<file path="src/rtl/mem_burst_ctrl.sv">
// rtl/mem_burst_ctrl.sv - burst read/write initiator for a 16x8 single-port synchronous memory
//
// Accepts a burst command (start address, beats-1) over a valid/ready channel,
// streams write beats in and read beats out with valid/ready handshakes, and
// drives the memory address/data/write-enable pins.
//
// Ports:
//   clk, rst_n                      clock, asynchronous active-low reset
//   cmd_valid/cmd_ready             command handshake
//   cmd_write, cmd_addr, cmd_len    burst direction, start word, beats minus 1
//   wr_data/wr_valid/wr_ready       write beat stream
//   rd_data/rd_valid/rd_ready       read beat stream
//   busy, done                      burst in progress, one-cycle completion pulse
//   Address, WriteToMemory,
//   ReadOrWrite, ReadFromMemory     memory pins (ReadOrWrite=1 writes)
module mem_burst_ctrl #(
  parameter int DATA_W     = 8,
  parameter int MEM_ADDR_W = 5,
  parameter int DEPTH      = 16,
  localparam int PTR_W     = $clog2(DEPTH)
) (
  input  logic                  clk,
  input  logic                  rst_n,
  input  logic                  cmd_valid,
  output logic                  cmd_ready,
  input  logic                  cmd_write,
  input  logic [PTR_W-1:0]      cmd_addr,
  input  logic [PTR_W-1:0]      cmd_len,
  input  logic [DATA_W-1:0]     wr_data,
  input  logic                  wr_valid,
  output logic                  wr_ready,
  output logic [DATA_W-1:0]     rd_data,
  output logic                  rd_valid,
  input  logic                  rd_ready,
  output logic                  busy,
  output logic                  done,
  output logic [MEM_ADDR_W-1:0] Address,
  output logic [DATA_W-1:0]     WriteToMemory,
  output logic                  ReadOrWrite,
  input  logic [DATA_W-1:0]     ReadFromMemory
);

  typedef enum logic [2:0] {
    S_IDLE,
    S_WRITE,
    S_RD_WAIT,
    S_RD_CAPT,
    S_RD_HOLD,
    S_DONE
  } state_t;

  localparam logic [PTR_W-1:0] PTR_ONE = PTR_W'(1);
  localparam logic [MEM_ADDR_W-PTR_W-1:0] ADDR_PAD = '0;

  state_t                  state_q, state_d;
  logic [PTR_W-1:0]        ptr_q, ptr_d;
  logic [PTR_W-1:0]        cnt_q, cnt_d;
  logic [MEM_ADDR_W-1:0]   addr_q, addr_d;
  logic [DATA_W-1:0]       wdata_q, wdata_d;
  logic                    rw_q, rw_d;
  logic [DATA_W-1:0]       rd_data_q, rd_data_d;
  logic                    rd_valid_q, rd_valid_d;
  logic [PTR_W-1:0]        ptr_nx;

  // Pointer wraps modulo DEPTH, so the upper address bits stay zero.
  assign ptr_nx = ptr_q + PTR_ONE;

  always_comb begin
    state_d    = state_q;
    ptr_d      = ptr_q;
    cnt_d      = cnt_q;
    addr_d     = addr_q;
    wdata_d    = wdata_q;
    rw_d       = 1'b0;     // write enable is only asserted for an accepted write beat
    rd_data_d  = rd_data_q;
    rd_valid_d = rd_valid_q;

    case (state_q)
      S_IDLE: begin
        if (cmd_valid) begin
          ptr_d = cmd_addr;
          cnt_d = cmd_len;
          if (cmd_write) begin
            state_d = S_WRITE;
          end else begin
            addr_d  = {ADDR_PAD, cmd_addr};
            state_d = S_RD_WAIT;
          end
        end
      end
      S_WRITE: begin
        if (wr_valid) begin
          addr_d  = {ADDR_PAD, ptr_q};
          wdata_d = wr_data;
          rw_d    = 1'b1;
          ptr_d   = ptr_nx;
          cnt_d   = cnt_q - PTR_ONE;
          if (cnt_q == '0) state_d = S_DONE;
        end
      end
      S_RD_WAIT: state_d = S_RD_CAPT;   // memory samples Address at the end of this cycle
      S_RD_CAPT: begin
        rd_data_d  = ReadFromMemory;
        rd_valid_d = 1'b1;
        state_d    = S_RD_HOLD;
      end
      S_RD_HOLD: begin
        if (rd_ready) begin
          rd_valid_d = 1'b0;
          if (cnt_q == '0) begin
            state_d = S_DONE;
          end else begin
            ptr_d   = ptr_nx;
            cnt_d   = cnt_q - PTR_ONE;
            addr_d  = {ADDR_PAD, ptr_nx};
            state_d = S_RD_WAIT;
          end
        end
      end
      S_DONE:  state_d = S_IDLE;         // last write beat commits at the end of this cycle
      default: state_d = S_IDLE;
    endcase
  end

  always_ff @(posedge clk or negedge rst_n) begin
    if (!rst_n) begin
      state_q    <= S_IDLE;
      ptr_q      <= '0;
      cnt_q      <= '0;
      addr_q     <= '0;
      wdata_q    <= '0;
      rw_q       <= 1'b0;
      rd_data_q  <= '0;
      rd_valid_q <= 1'b0;
    end else begin
      state_q    <= state_d;
      ptr_q      <= ptr_d;
      cnt_q      <= cnt_d;
      addr_q     <= addr_d;
      wdata_q    <= wdata_d;
      rw_q       <= rw_d;
      rd_data_q  <= rd_data_d;
      rd_valid_q <= rd_valid_d;
    end
  end

  assign cmd_ready     = (state_q == S_IDLE);
  assign wr_ready      = (state_q == S_WRITE);
  assign busy          = (state_q != S_IDLE);
  assign done          = (state_q == S_DONE);
  assign Address       = addr_q;
  assign WriteToMemory = wdata_q;
  assign ReadOrWrite   = rw_q;
  assign rd_data       = rd_data_q;
  assign rd_valid      = rd_valid_q;

endmodule

</file>
<file path="config.mk">
export PLATFORM = sky130hd
export DESIGN_NAME = mem_burst_ctrl
export DESIGN_NICKNAME = d
export VERILOG_FILES = /design/src/rtl/mem_burst_ctrl.sv
export SDC_FILE = /design/constraint.sdc
export NUM_CORES = 1
export LEC_CHECK = 0
export ABC_AREA = 0
export CORE_MARGIN = 2
export CORE_UTILIZATION = 46
export CTS_CLUSTER_DIAMETER = 200
export CTS_CLUSTER_SIZE = 28
export DETAILED_ROUTE_END_ITERATION = 10
export PLACE_DENSITY = 0.78
export SYNTH_ARGS = -nofsm -noshare
export SYNTH_HDL_FRONTEND = slang
export SYNTH_SLANG_ARGS = --single-unit
</file>
<file path="constraint.sdc">
create_clock -name clk -period 2 [get_ports clk]
set_input_delay 0.6 -clock clk [delete_from_list [all_inputs] [get_ports clk]]
set_output_delay 0.6 -clock clk [all_outputs]
set_load 0.02 [all_outputs]
</file>
==> out/results.ini, run 1 <==
[outcome]
status=finished, final reports clean

[logic_synthesis]
ys_seq_elements=33
ys_seq_area_share_pct=46.25
synth_top_area_share_pct=46.25
synth_edf_count=0
synth_nets=200
synth-main-ff-cell=dfrtp_1
synthDistinctLibCells=45
ys_warn_count=0
netlist_instances=168
synth.largest_area_cell=dfrtp_1
syn-mean-instance-area_um2=10.63
postSynth.asyncResetShare_pct=100.0
netlist_area_um2=1785
yosys-top-cells-area=dfrtp_1 (46%), mux2_2 (11%), mux2i_1 (3.4%), nand2b_1 (2.8%), mux2_4 (2.5%)

[worst_hold_path]
hp-start=rd_data[0]
whs_path_depth=1
hold_path_end=rd_data[0]
hold_path_class=reg2reg

[floorplanning]
die_y_um=66.30
die_x_um=66.30
fp.dieArea_um2=4396
io_pins=57
start_util_pct=48.41
rows=22
core_area_um2=3689

[cts]
numCtsBuffers=5
cts.sinks=33
clk_pin_slew_ns=0.08
htree_levels=2
hold_buffers=0
clock_latency_ns=0.29
clk_path_buf_depth=2
cts_tree=done
clock-root-buffer=clkbuf_8

[cells_and_area]
mostFrequentLayoutCells=clkdlybuf4s50_1 (51), dfrtp_1 (32), buf_4 (18)
diodes=0
syn_to_final_growth_pct=44.92
final_common_cell=clkdlybuf4s50_1
n_fill_cell=284
drive_above_1_share_pct=24.90
nNetsFinal=272

[setup_path]
worstReg2RegStart=cnt_q[0]
r2r-end=cnt_q[2]
path_class=reg2out
required_ns=1.40
rrSetupSlack_ns=0.08
crit_fanout=3
end_kind=output port
start_kind=flip-flop
rr_worst_depth=7
arrival_ns=1.34

[place]
gp_congestion=0.9194
place_ws_ns=-0.2579
port_buffers=55
detailed_place_hpwl_um=3344

[routing]
vias=1577
routed_via_density=5.457
routedWlPerCell_um=15.69
dr.pass1.iters=4
drt_wl_total_um=4533
dr.first_iter.drc_count=96
antenna_left=0
drc_errors=0

[power]
total_power_mw=4.607
p_per_area_nw_per_um2=1780
ir_worst_vdd_mv=1.082
leakagePower_nw=1.130

[timing]
finClkSkew_ns=0.005830
min_period_ns=1.942
final-setup-viol-count=0
fmax_mhz=514.8
post-route-period-util_pct=97.12
finalHoldViolations=0
drv_slew=0
rsz0062_at_grt=true
setup_ws_ns=0.05768
finalSetupTns_ns=0

[global_routing]
grt_pass1_vias=1684
antenna_found_initial=0
grt-ovfl-total=0
grt_max_degree=34
grt_usage_pct=23.35
grt_pass1_wl_um=7734

[flow_run]
drv_cap=0

[area by class of cell]
type                    instances  area [um2]  area share, %
inverters                       9       33.78          1.306
repair buffers                 74       689.4          26.64
clock buffers                   5       68.82          2.660
well taps                      48       60.06          2.321
multi-input cells             117       885.9          34.24
flip-flops and latches         33       827.0          31.96
clock inverters                 3       22.52         0.8704
[synthesized netlist by cell type, drive strengths merged (2+ instances only)]
cell type and n:
ha 2, inv 9, and2 3, nand2b 9, a21oi 9, a31oi 3, nand2 9, o22ai 2
dfrtp 33, mux2 20, and3 2, buf 8, nor2 10, o21ai 8, a21o 2, nand3 6
a22oi 4, mux2i 6, nor3 3
[sequential cells by signal, indices dropped and copies added, names as in the netlist]
name and cells:
Address 4, ReadOrWrite 1, WriteToMemory 8, cnt_q 4
ptr_q 4, rd_data 8, rd_valid 1, state_q 3
[worst max-delay path, stage by stage, from the launching register on]
cell and delay (ns):
dfrtp_2 0.43, buf_4 0.15, buf_4 0.13, nor3_2 0.13, inv_1 0.05, buf_2 0.15
[power breakdown]
group	internal, mW	total, mW	leakage [nW]	switching, mW
Sequential	1.01	1.24	0.384	0.226
Clock	0.244	0.519	0.0364	0.275
Combinational	1.43	2.85	0.710	1.42
Total	2.69	4.61	1.13	1.92
[kinds of logic after synthesis]
logic type      synth area share [%]
mux                            16.61
buf+inv                        4.485
compound gates                 16.26
other cells                   0.2100
fa+ha+maj                      1.401
simple gates                   14.79
flops                          46.25
[how the worst max path moves through the flow]
stage	from	end	slack, ns	cells past startpoint
floorplan	state_q[2]	busy	0.09	4
global placement	rd_ready	Address[3]	-0.13	5
detailed placement	cmd_addr[3]	Address[3]	-0.26	5
CTS	state_q[1]	done	0.01	3
global route	state_q[0]	busy	-0.01	5
finish	state_q[0]	busy	0.06	5
[metrics by stage]
step / hold slack, ns / instances / util, % / area (um2)
global placement: 0.4866 / 279 / 67.64 / 2495
floorplan: 0.3044 / 168 / - / 1790
detailed placement: 0.4966 / 279 / 67.64 / 2495
global route: 0.5147 / 289 / 70.15 / 2587
CTS: 0.5073 / 289 / 70.22 / 2590
finish: 0.5057 / 289 / 70.15 / 2587
[per-layer routing]
| layer | vias to the layer above | part of all wire, % | routed length [um] | track usage, % |
|---|---|---|---|---|
| met3 | 12 | 10 | 457 | 8.518 |
| met2 | 86 | 48 | 2174 | 39.25 |
| met5 | - | 0 | 0 | 0 |
| met4 | 0 | 2.1 | 96 | 8.418 |
| met1 | 731 | 40 | 1805 | 27.22 |
| li1 | 748 | - | - | - |
[repair_timing]
action,in CTS,in global routing
gates resized for setup,11,3
setup buffers,2,0
setup endpoints to repair,4,3
Power figures use the tool's default switching activity.
==> run 2, diff against run 1 <==
--- a/config.mk
+++ b/config.mk
@@ -7,11 +7,12 @@
 export LEC_CHECK = 0
 export ABC_AREA = 0
 export CORE_MARGIN = 2
-export CORE_UTILIZATION = 46
+export CORE_UTILIZATION = 42
 export CTS_CLUSTER_DIAMETER = 200
 export CTS_CLUSTER_SIZE = 28
 export DETAILED_ROUTE_END_ITERATION = 10
-export PLACE_DENSITY = 0.78
+export PLACE_DENSITY = 0.75
+export REMOVE_ABC_BUFFERS = 1
 export SYNTH_ARGS = -nofsm -noshare
 export SYNTH_HDL_FRONTEND = slang
 export SYNTH_SLANG_ARGS = --single-unit
==> constraint.sdc (replaced) <==
create_clock -name clk -period 1.6 [get_ports clk]
set_input_delay 0.48 -clock clk [delete_from_list [all_inputs] [get_ports clk]]
set_output_delay 0.48 -clock clk [all_outputs]
set_load 0.02 [all_outputs]
==> run 2 against run 1 <==
Against the previous run: clock skew decreased by 0.0017 ns; critical path depth increased by 1; sequential cell count is the same; utilization up 4.4 points; global-route usage down 1.1 points; total power increased by 48%; clock power is 37% higher; design area rose by 17%; non-clock buffer count rose by 30; largest power group unchanged; the run now ends with negative setup slack left; clock-buffer cell count up 2; die area increased by 8.9%; largest cell class unchanged.
==> out/results.ini, run 2 (synthesized netlist as in run 1, its figures left out) <==
[global_routing]
grt_usage_pct=22.27
grt_max_degree=34
grt_pass1_wl_um=8431
antenna_found_initial=0
grt_pass1_vias=1758
grt-ovfl-total=0

[routing]
dr.first_iter.drc_count=135
top_layer=met4
routed_via_density=5.419
dr.pass1.iters=4
wl_met2_um=2724
routedWlPerCell_um=17.11
wl_met1_um=2313
antenna_left=0
met3WireLength_um=309
drt_wl_total_um=5510
vias=1745
drc_errors=0

[cells_and_area]
regArea_um2=828.3
multi_input_area_um2=1046
diodes=0
syn_to_final_growth_pct=69.52
mostFrequentLayoutCells=buf_4 (38), dfrtp_1 (31), clkdlybuf4s50_1 (29)
final_common_cell=buf_4
drive_above_1_share_pct=44.12
n_fill_cell=270
fin_util_pct=74.59
nNetsFinal=303

[floorplanning]
rows=23
core_area_um2=4058
die_x_um=69.20
fp.dieArea_um2=4789
die_y_um=69.20
io_pins=57
start_util_pct=44.00

[flow_run]
drv_cap=0

[setup_path]
end_kind=flip-flop
arrival_ns=1.94
rrSetupSlack_ns=-0.16
path_cells=inv_2 -> ha_4 -> or3b_4 -> a32oi_4 -> nor2_4 -> mux2_4
path_class=reg2reg
crit_fanout=4
slowest_delay_ns=0.42
required_ns=1.78
start_kind=flip-flop
critPathSlowestCell=or3b_4

[place]
detailed_place_hpwl_um=3464
place_ws_ns=-0.4274
port_buffers=55
gp_congestion=0.8441

[timing]
drv_slew=0
finalHoldViolations=0
finClkSkew_ns=0.004159
final-setup-viol-count=16
setup_ws_ns=-0.1569
fmax_mhz=569.2
post-route-period-util_pct=109.8
min_period_ns=1.757
rsz0062_at_grt=true

[cts]
clk_path_buf_depth=2
htree_levels=2
numCtsBuffers=5
cts.sinks=33
cts_tree=done
hold_buffers=0
clk_pin_slew_ns=0.07
clock_latency_ns=0.29
clock-root-buffer=clkbuf_8

[power]
leakagePower_nw=1.376
total_power_mw=6.825
p_per_area_nw_per_um2=2255
ir_worst_vdd_mv=0.9940

[outcome]
violations=negative setup slack
status=finished with violations

[worst_hold_path]
hold_path_class=reg2reg

[run 2: final cells by class]
class / instances / area share [%]
well taps: 50 / 2.067
inverters: 9 / 1.116
flip-flops and latches: 33 / 27.37
clock buffers: 7 / 3.183
clock inverters: 1 / 0.1654
repair buffers: 104 / 31.54
multi-input cells: 118 / 34.56
[run 2: through the flow]
stage,area (um2),TNS [ns],hold slack [ns],instances
global route,3027,-2.533,0.5081,322
finish,3027,-1.510,0.5008,322
floorplan,1739,-4.862,0.1844,159
detailed placement,2660,-7.199,0.4922,300
CTS,2879,-1.092,0.5037,317
global placement,2660,-6.791,0.4859,300
[run 2: worst paths after layout]
kind | from | cells past startpoint | to
hold reg to reg | rd_data[5] | 1 | rd_data[5]
setup / recovery | cnt_q[0] | 6 | Address[3]
max in group asynchronous | rst_n | 2 | state_q[1]
setup reg to reg | cnt_q[0] | 6 | Address[3]
hold / removal | rd_data[5] | 1 | rd_data[5]
min in group asynchronous | rst_n | 2 | WriteToMemory[6]
[run 2: repair_timing]
| item | CTS | global route |
|---|---|---|
| buffers inserted | 9 | 5 |
| endpoints found under the setup margin | 38 | 26 |
| gates cloned | 1 | 0 |
| pin swaps | 10 | 5 |
| gates resized for setup | 72 | 26 |
[run 2: critical path: cells and delay by family, from the launching register on]
kind | cells | cell delay, ns
adder cells (fa/ha/maj) | 1 | 0.12
AND/OR/NAND/NOR | 2 | 0.49
multiplexers | 1 | 0.30
AO/OA/AOI/OAI | 1 | 0.26
buffers and inverters | 1 | 0.08
flip-flops | 1 | 0.40
[run 2: per-layer routing]
metal	vias up	global-route usage [%]
met5	-	0
met2	56	37.18
met1	853	27.89
met4	0	9.586
li1	819	-
met3	17	4.651
[run 2: where the power goes]
part	total (mW)	switching, mW	internal, mW	leakage (nW)
logic	4.58	2.27	2.30	0.939
registers	1.54	0.270	1.27	0.383
clock network	0.712	0.323	0.389	0.0542
total	6.82	2.87	3.96	1.38
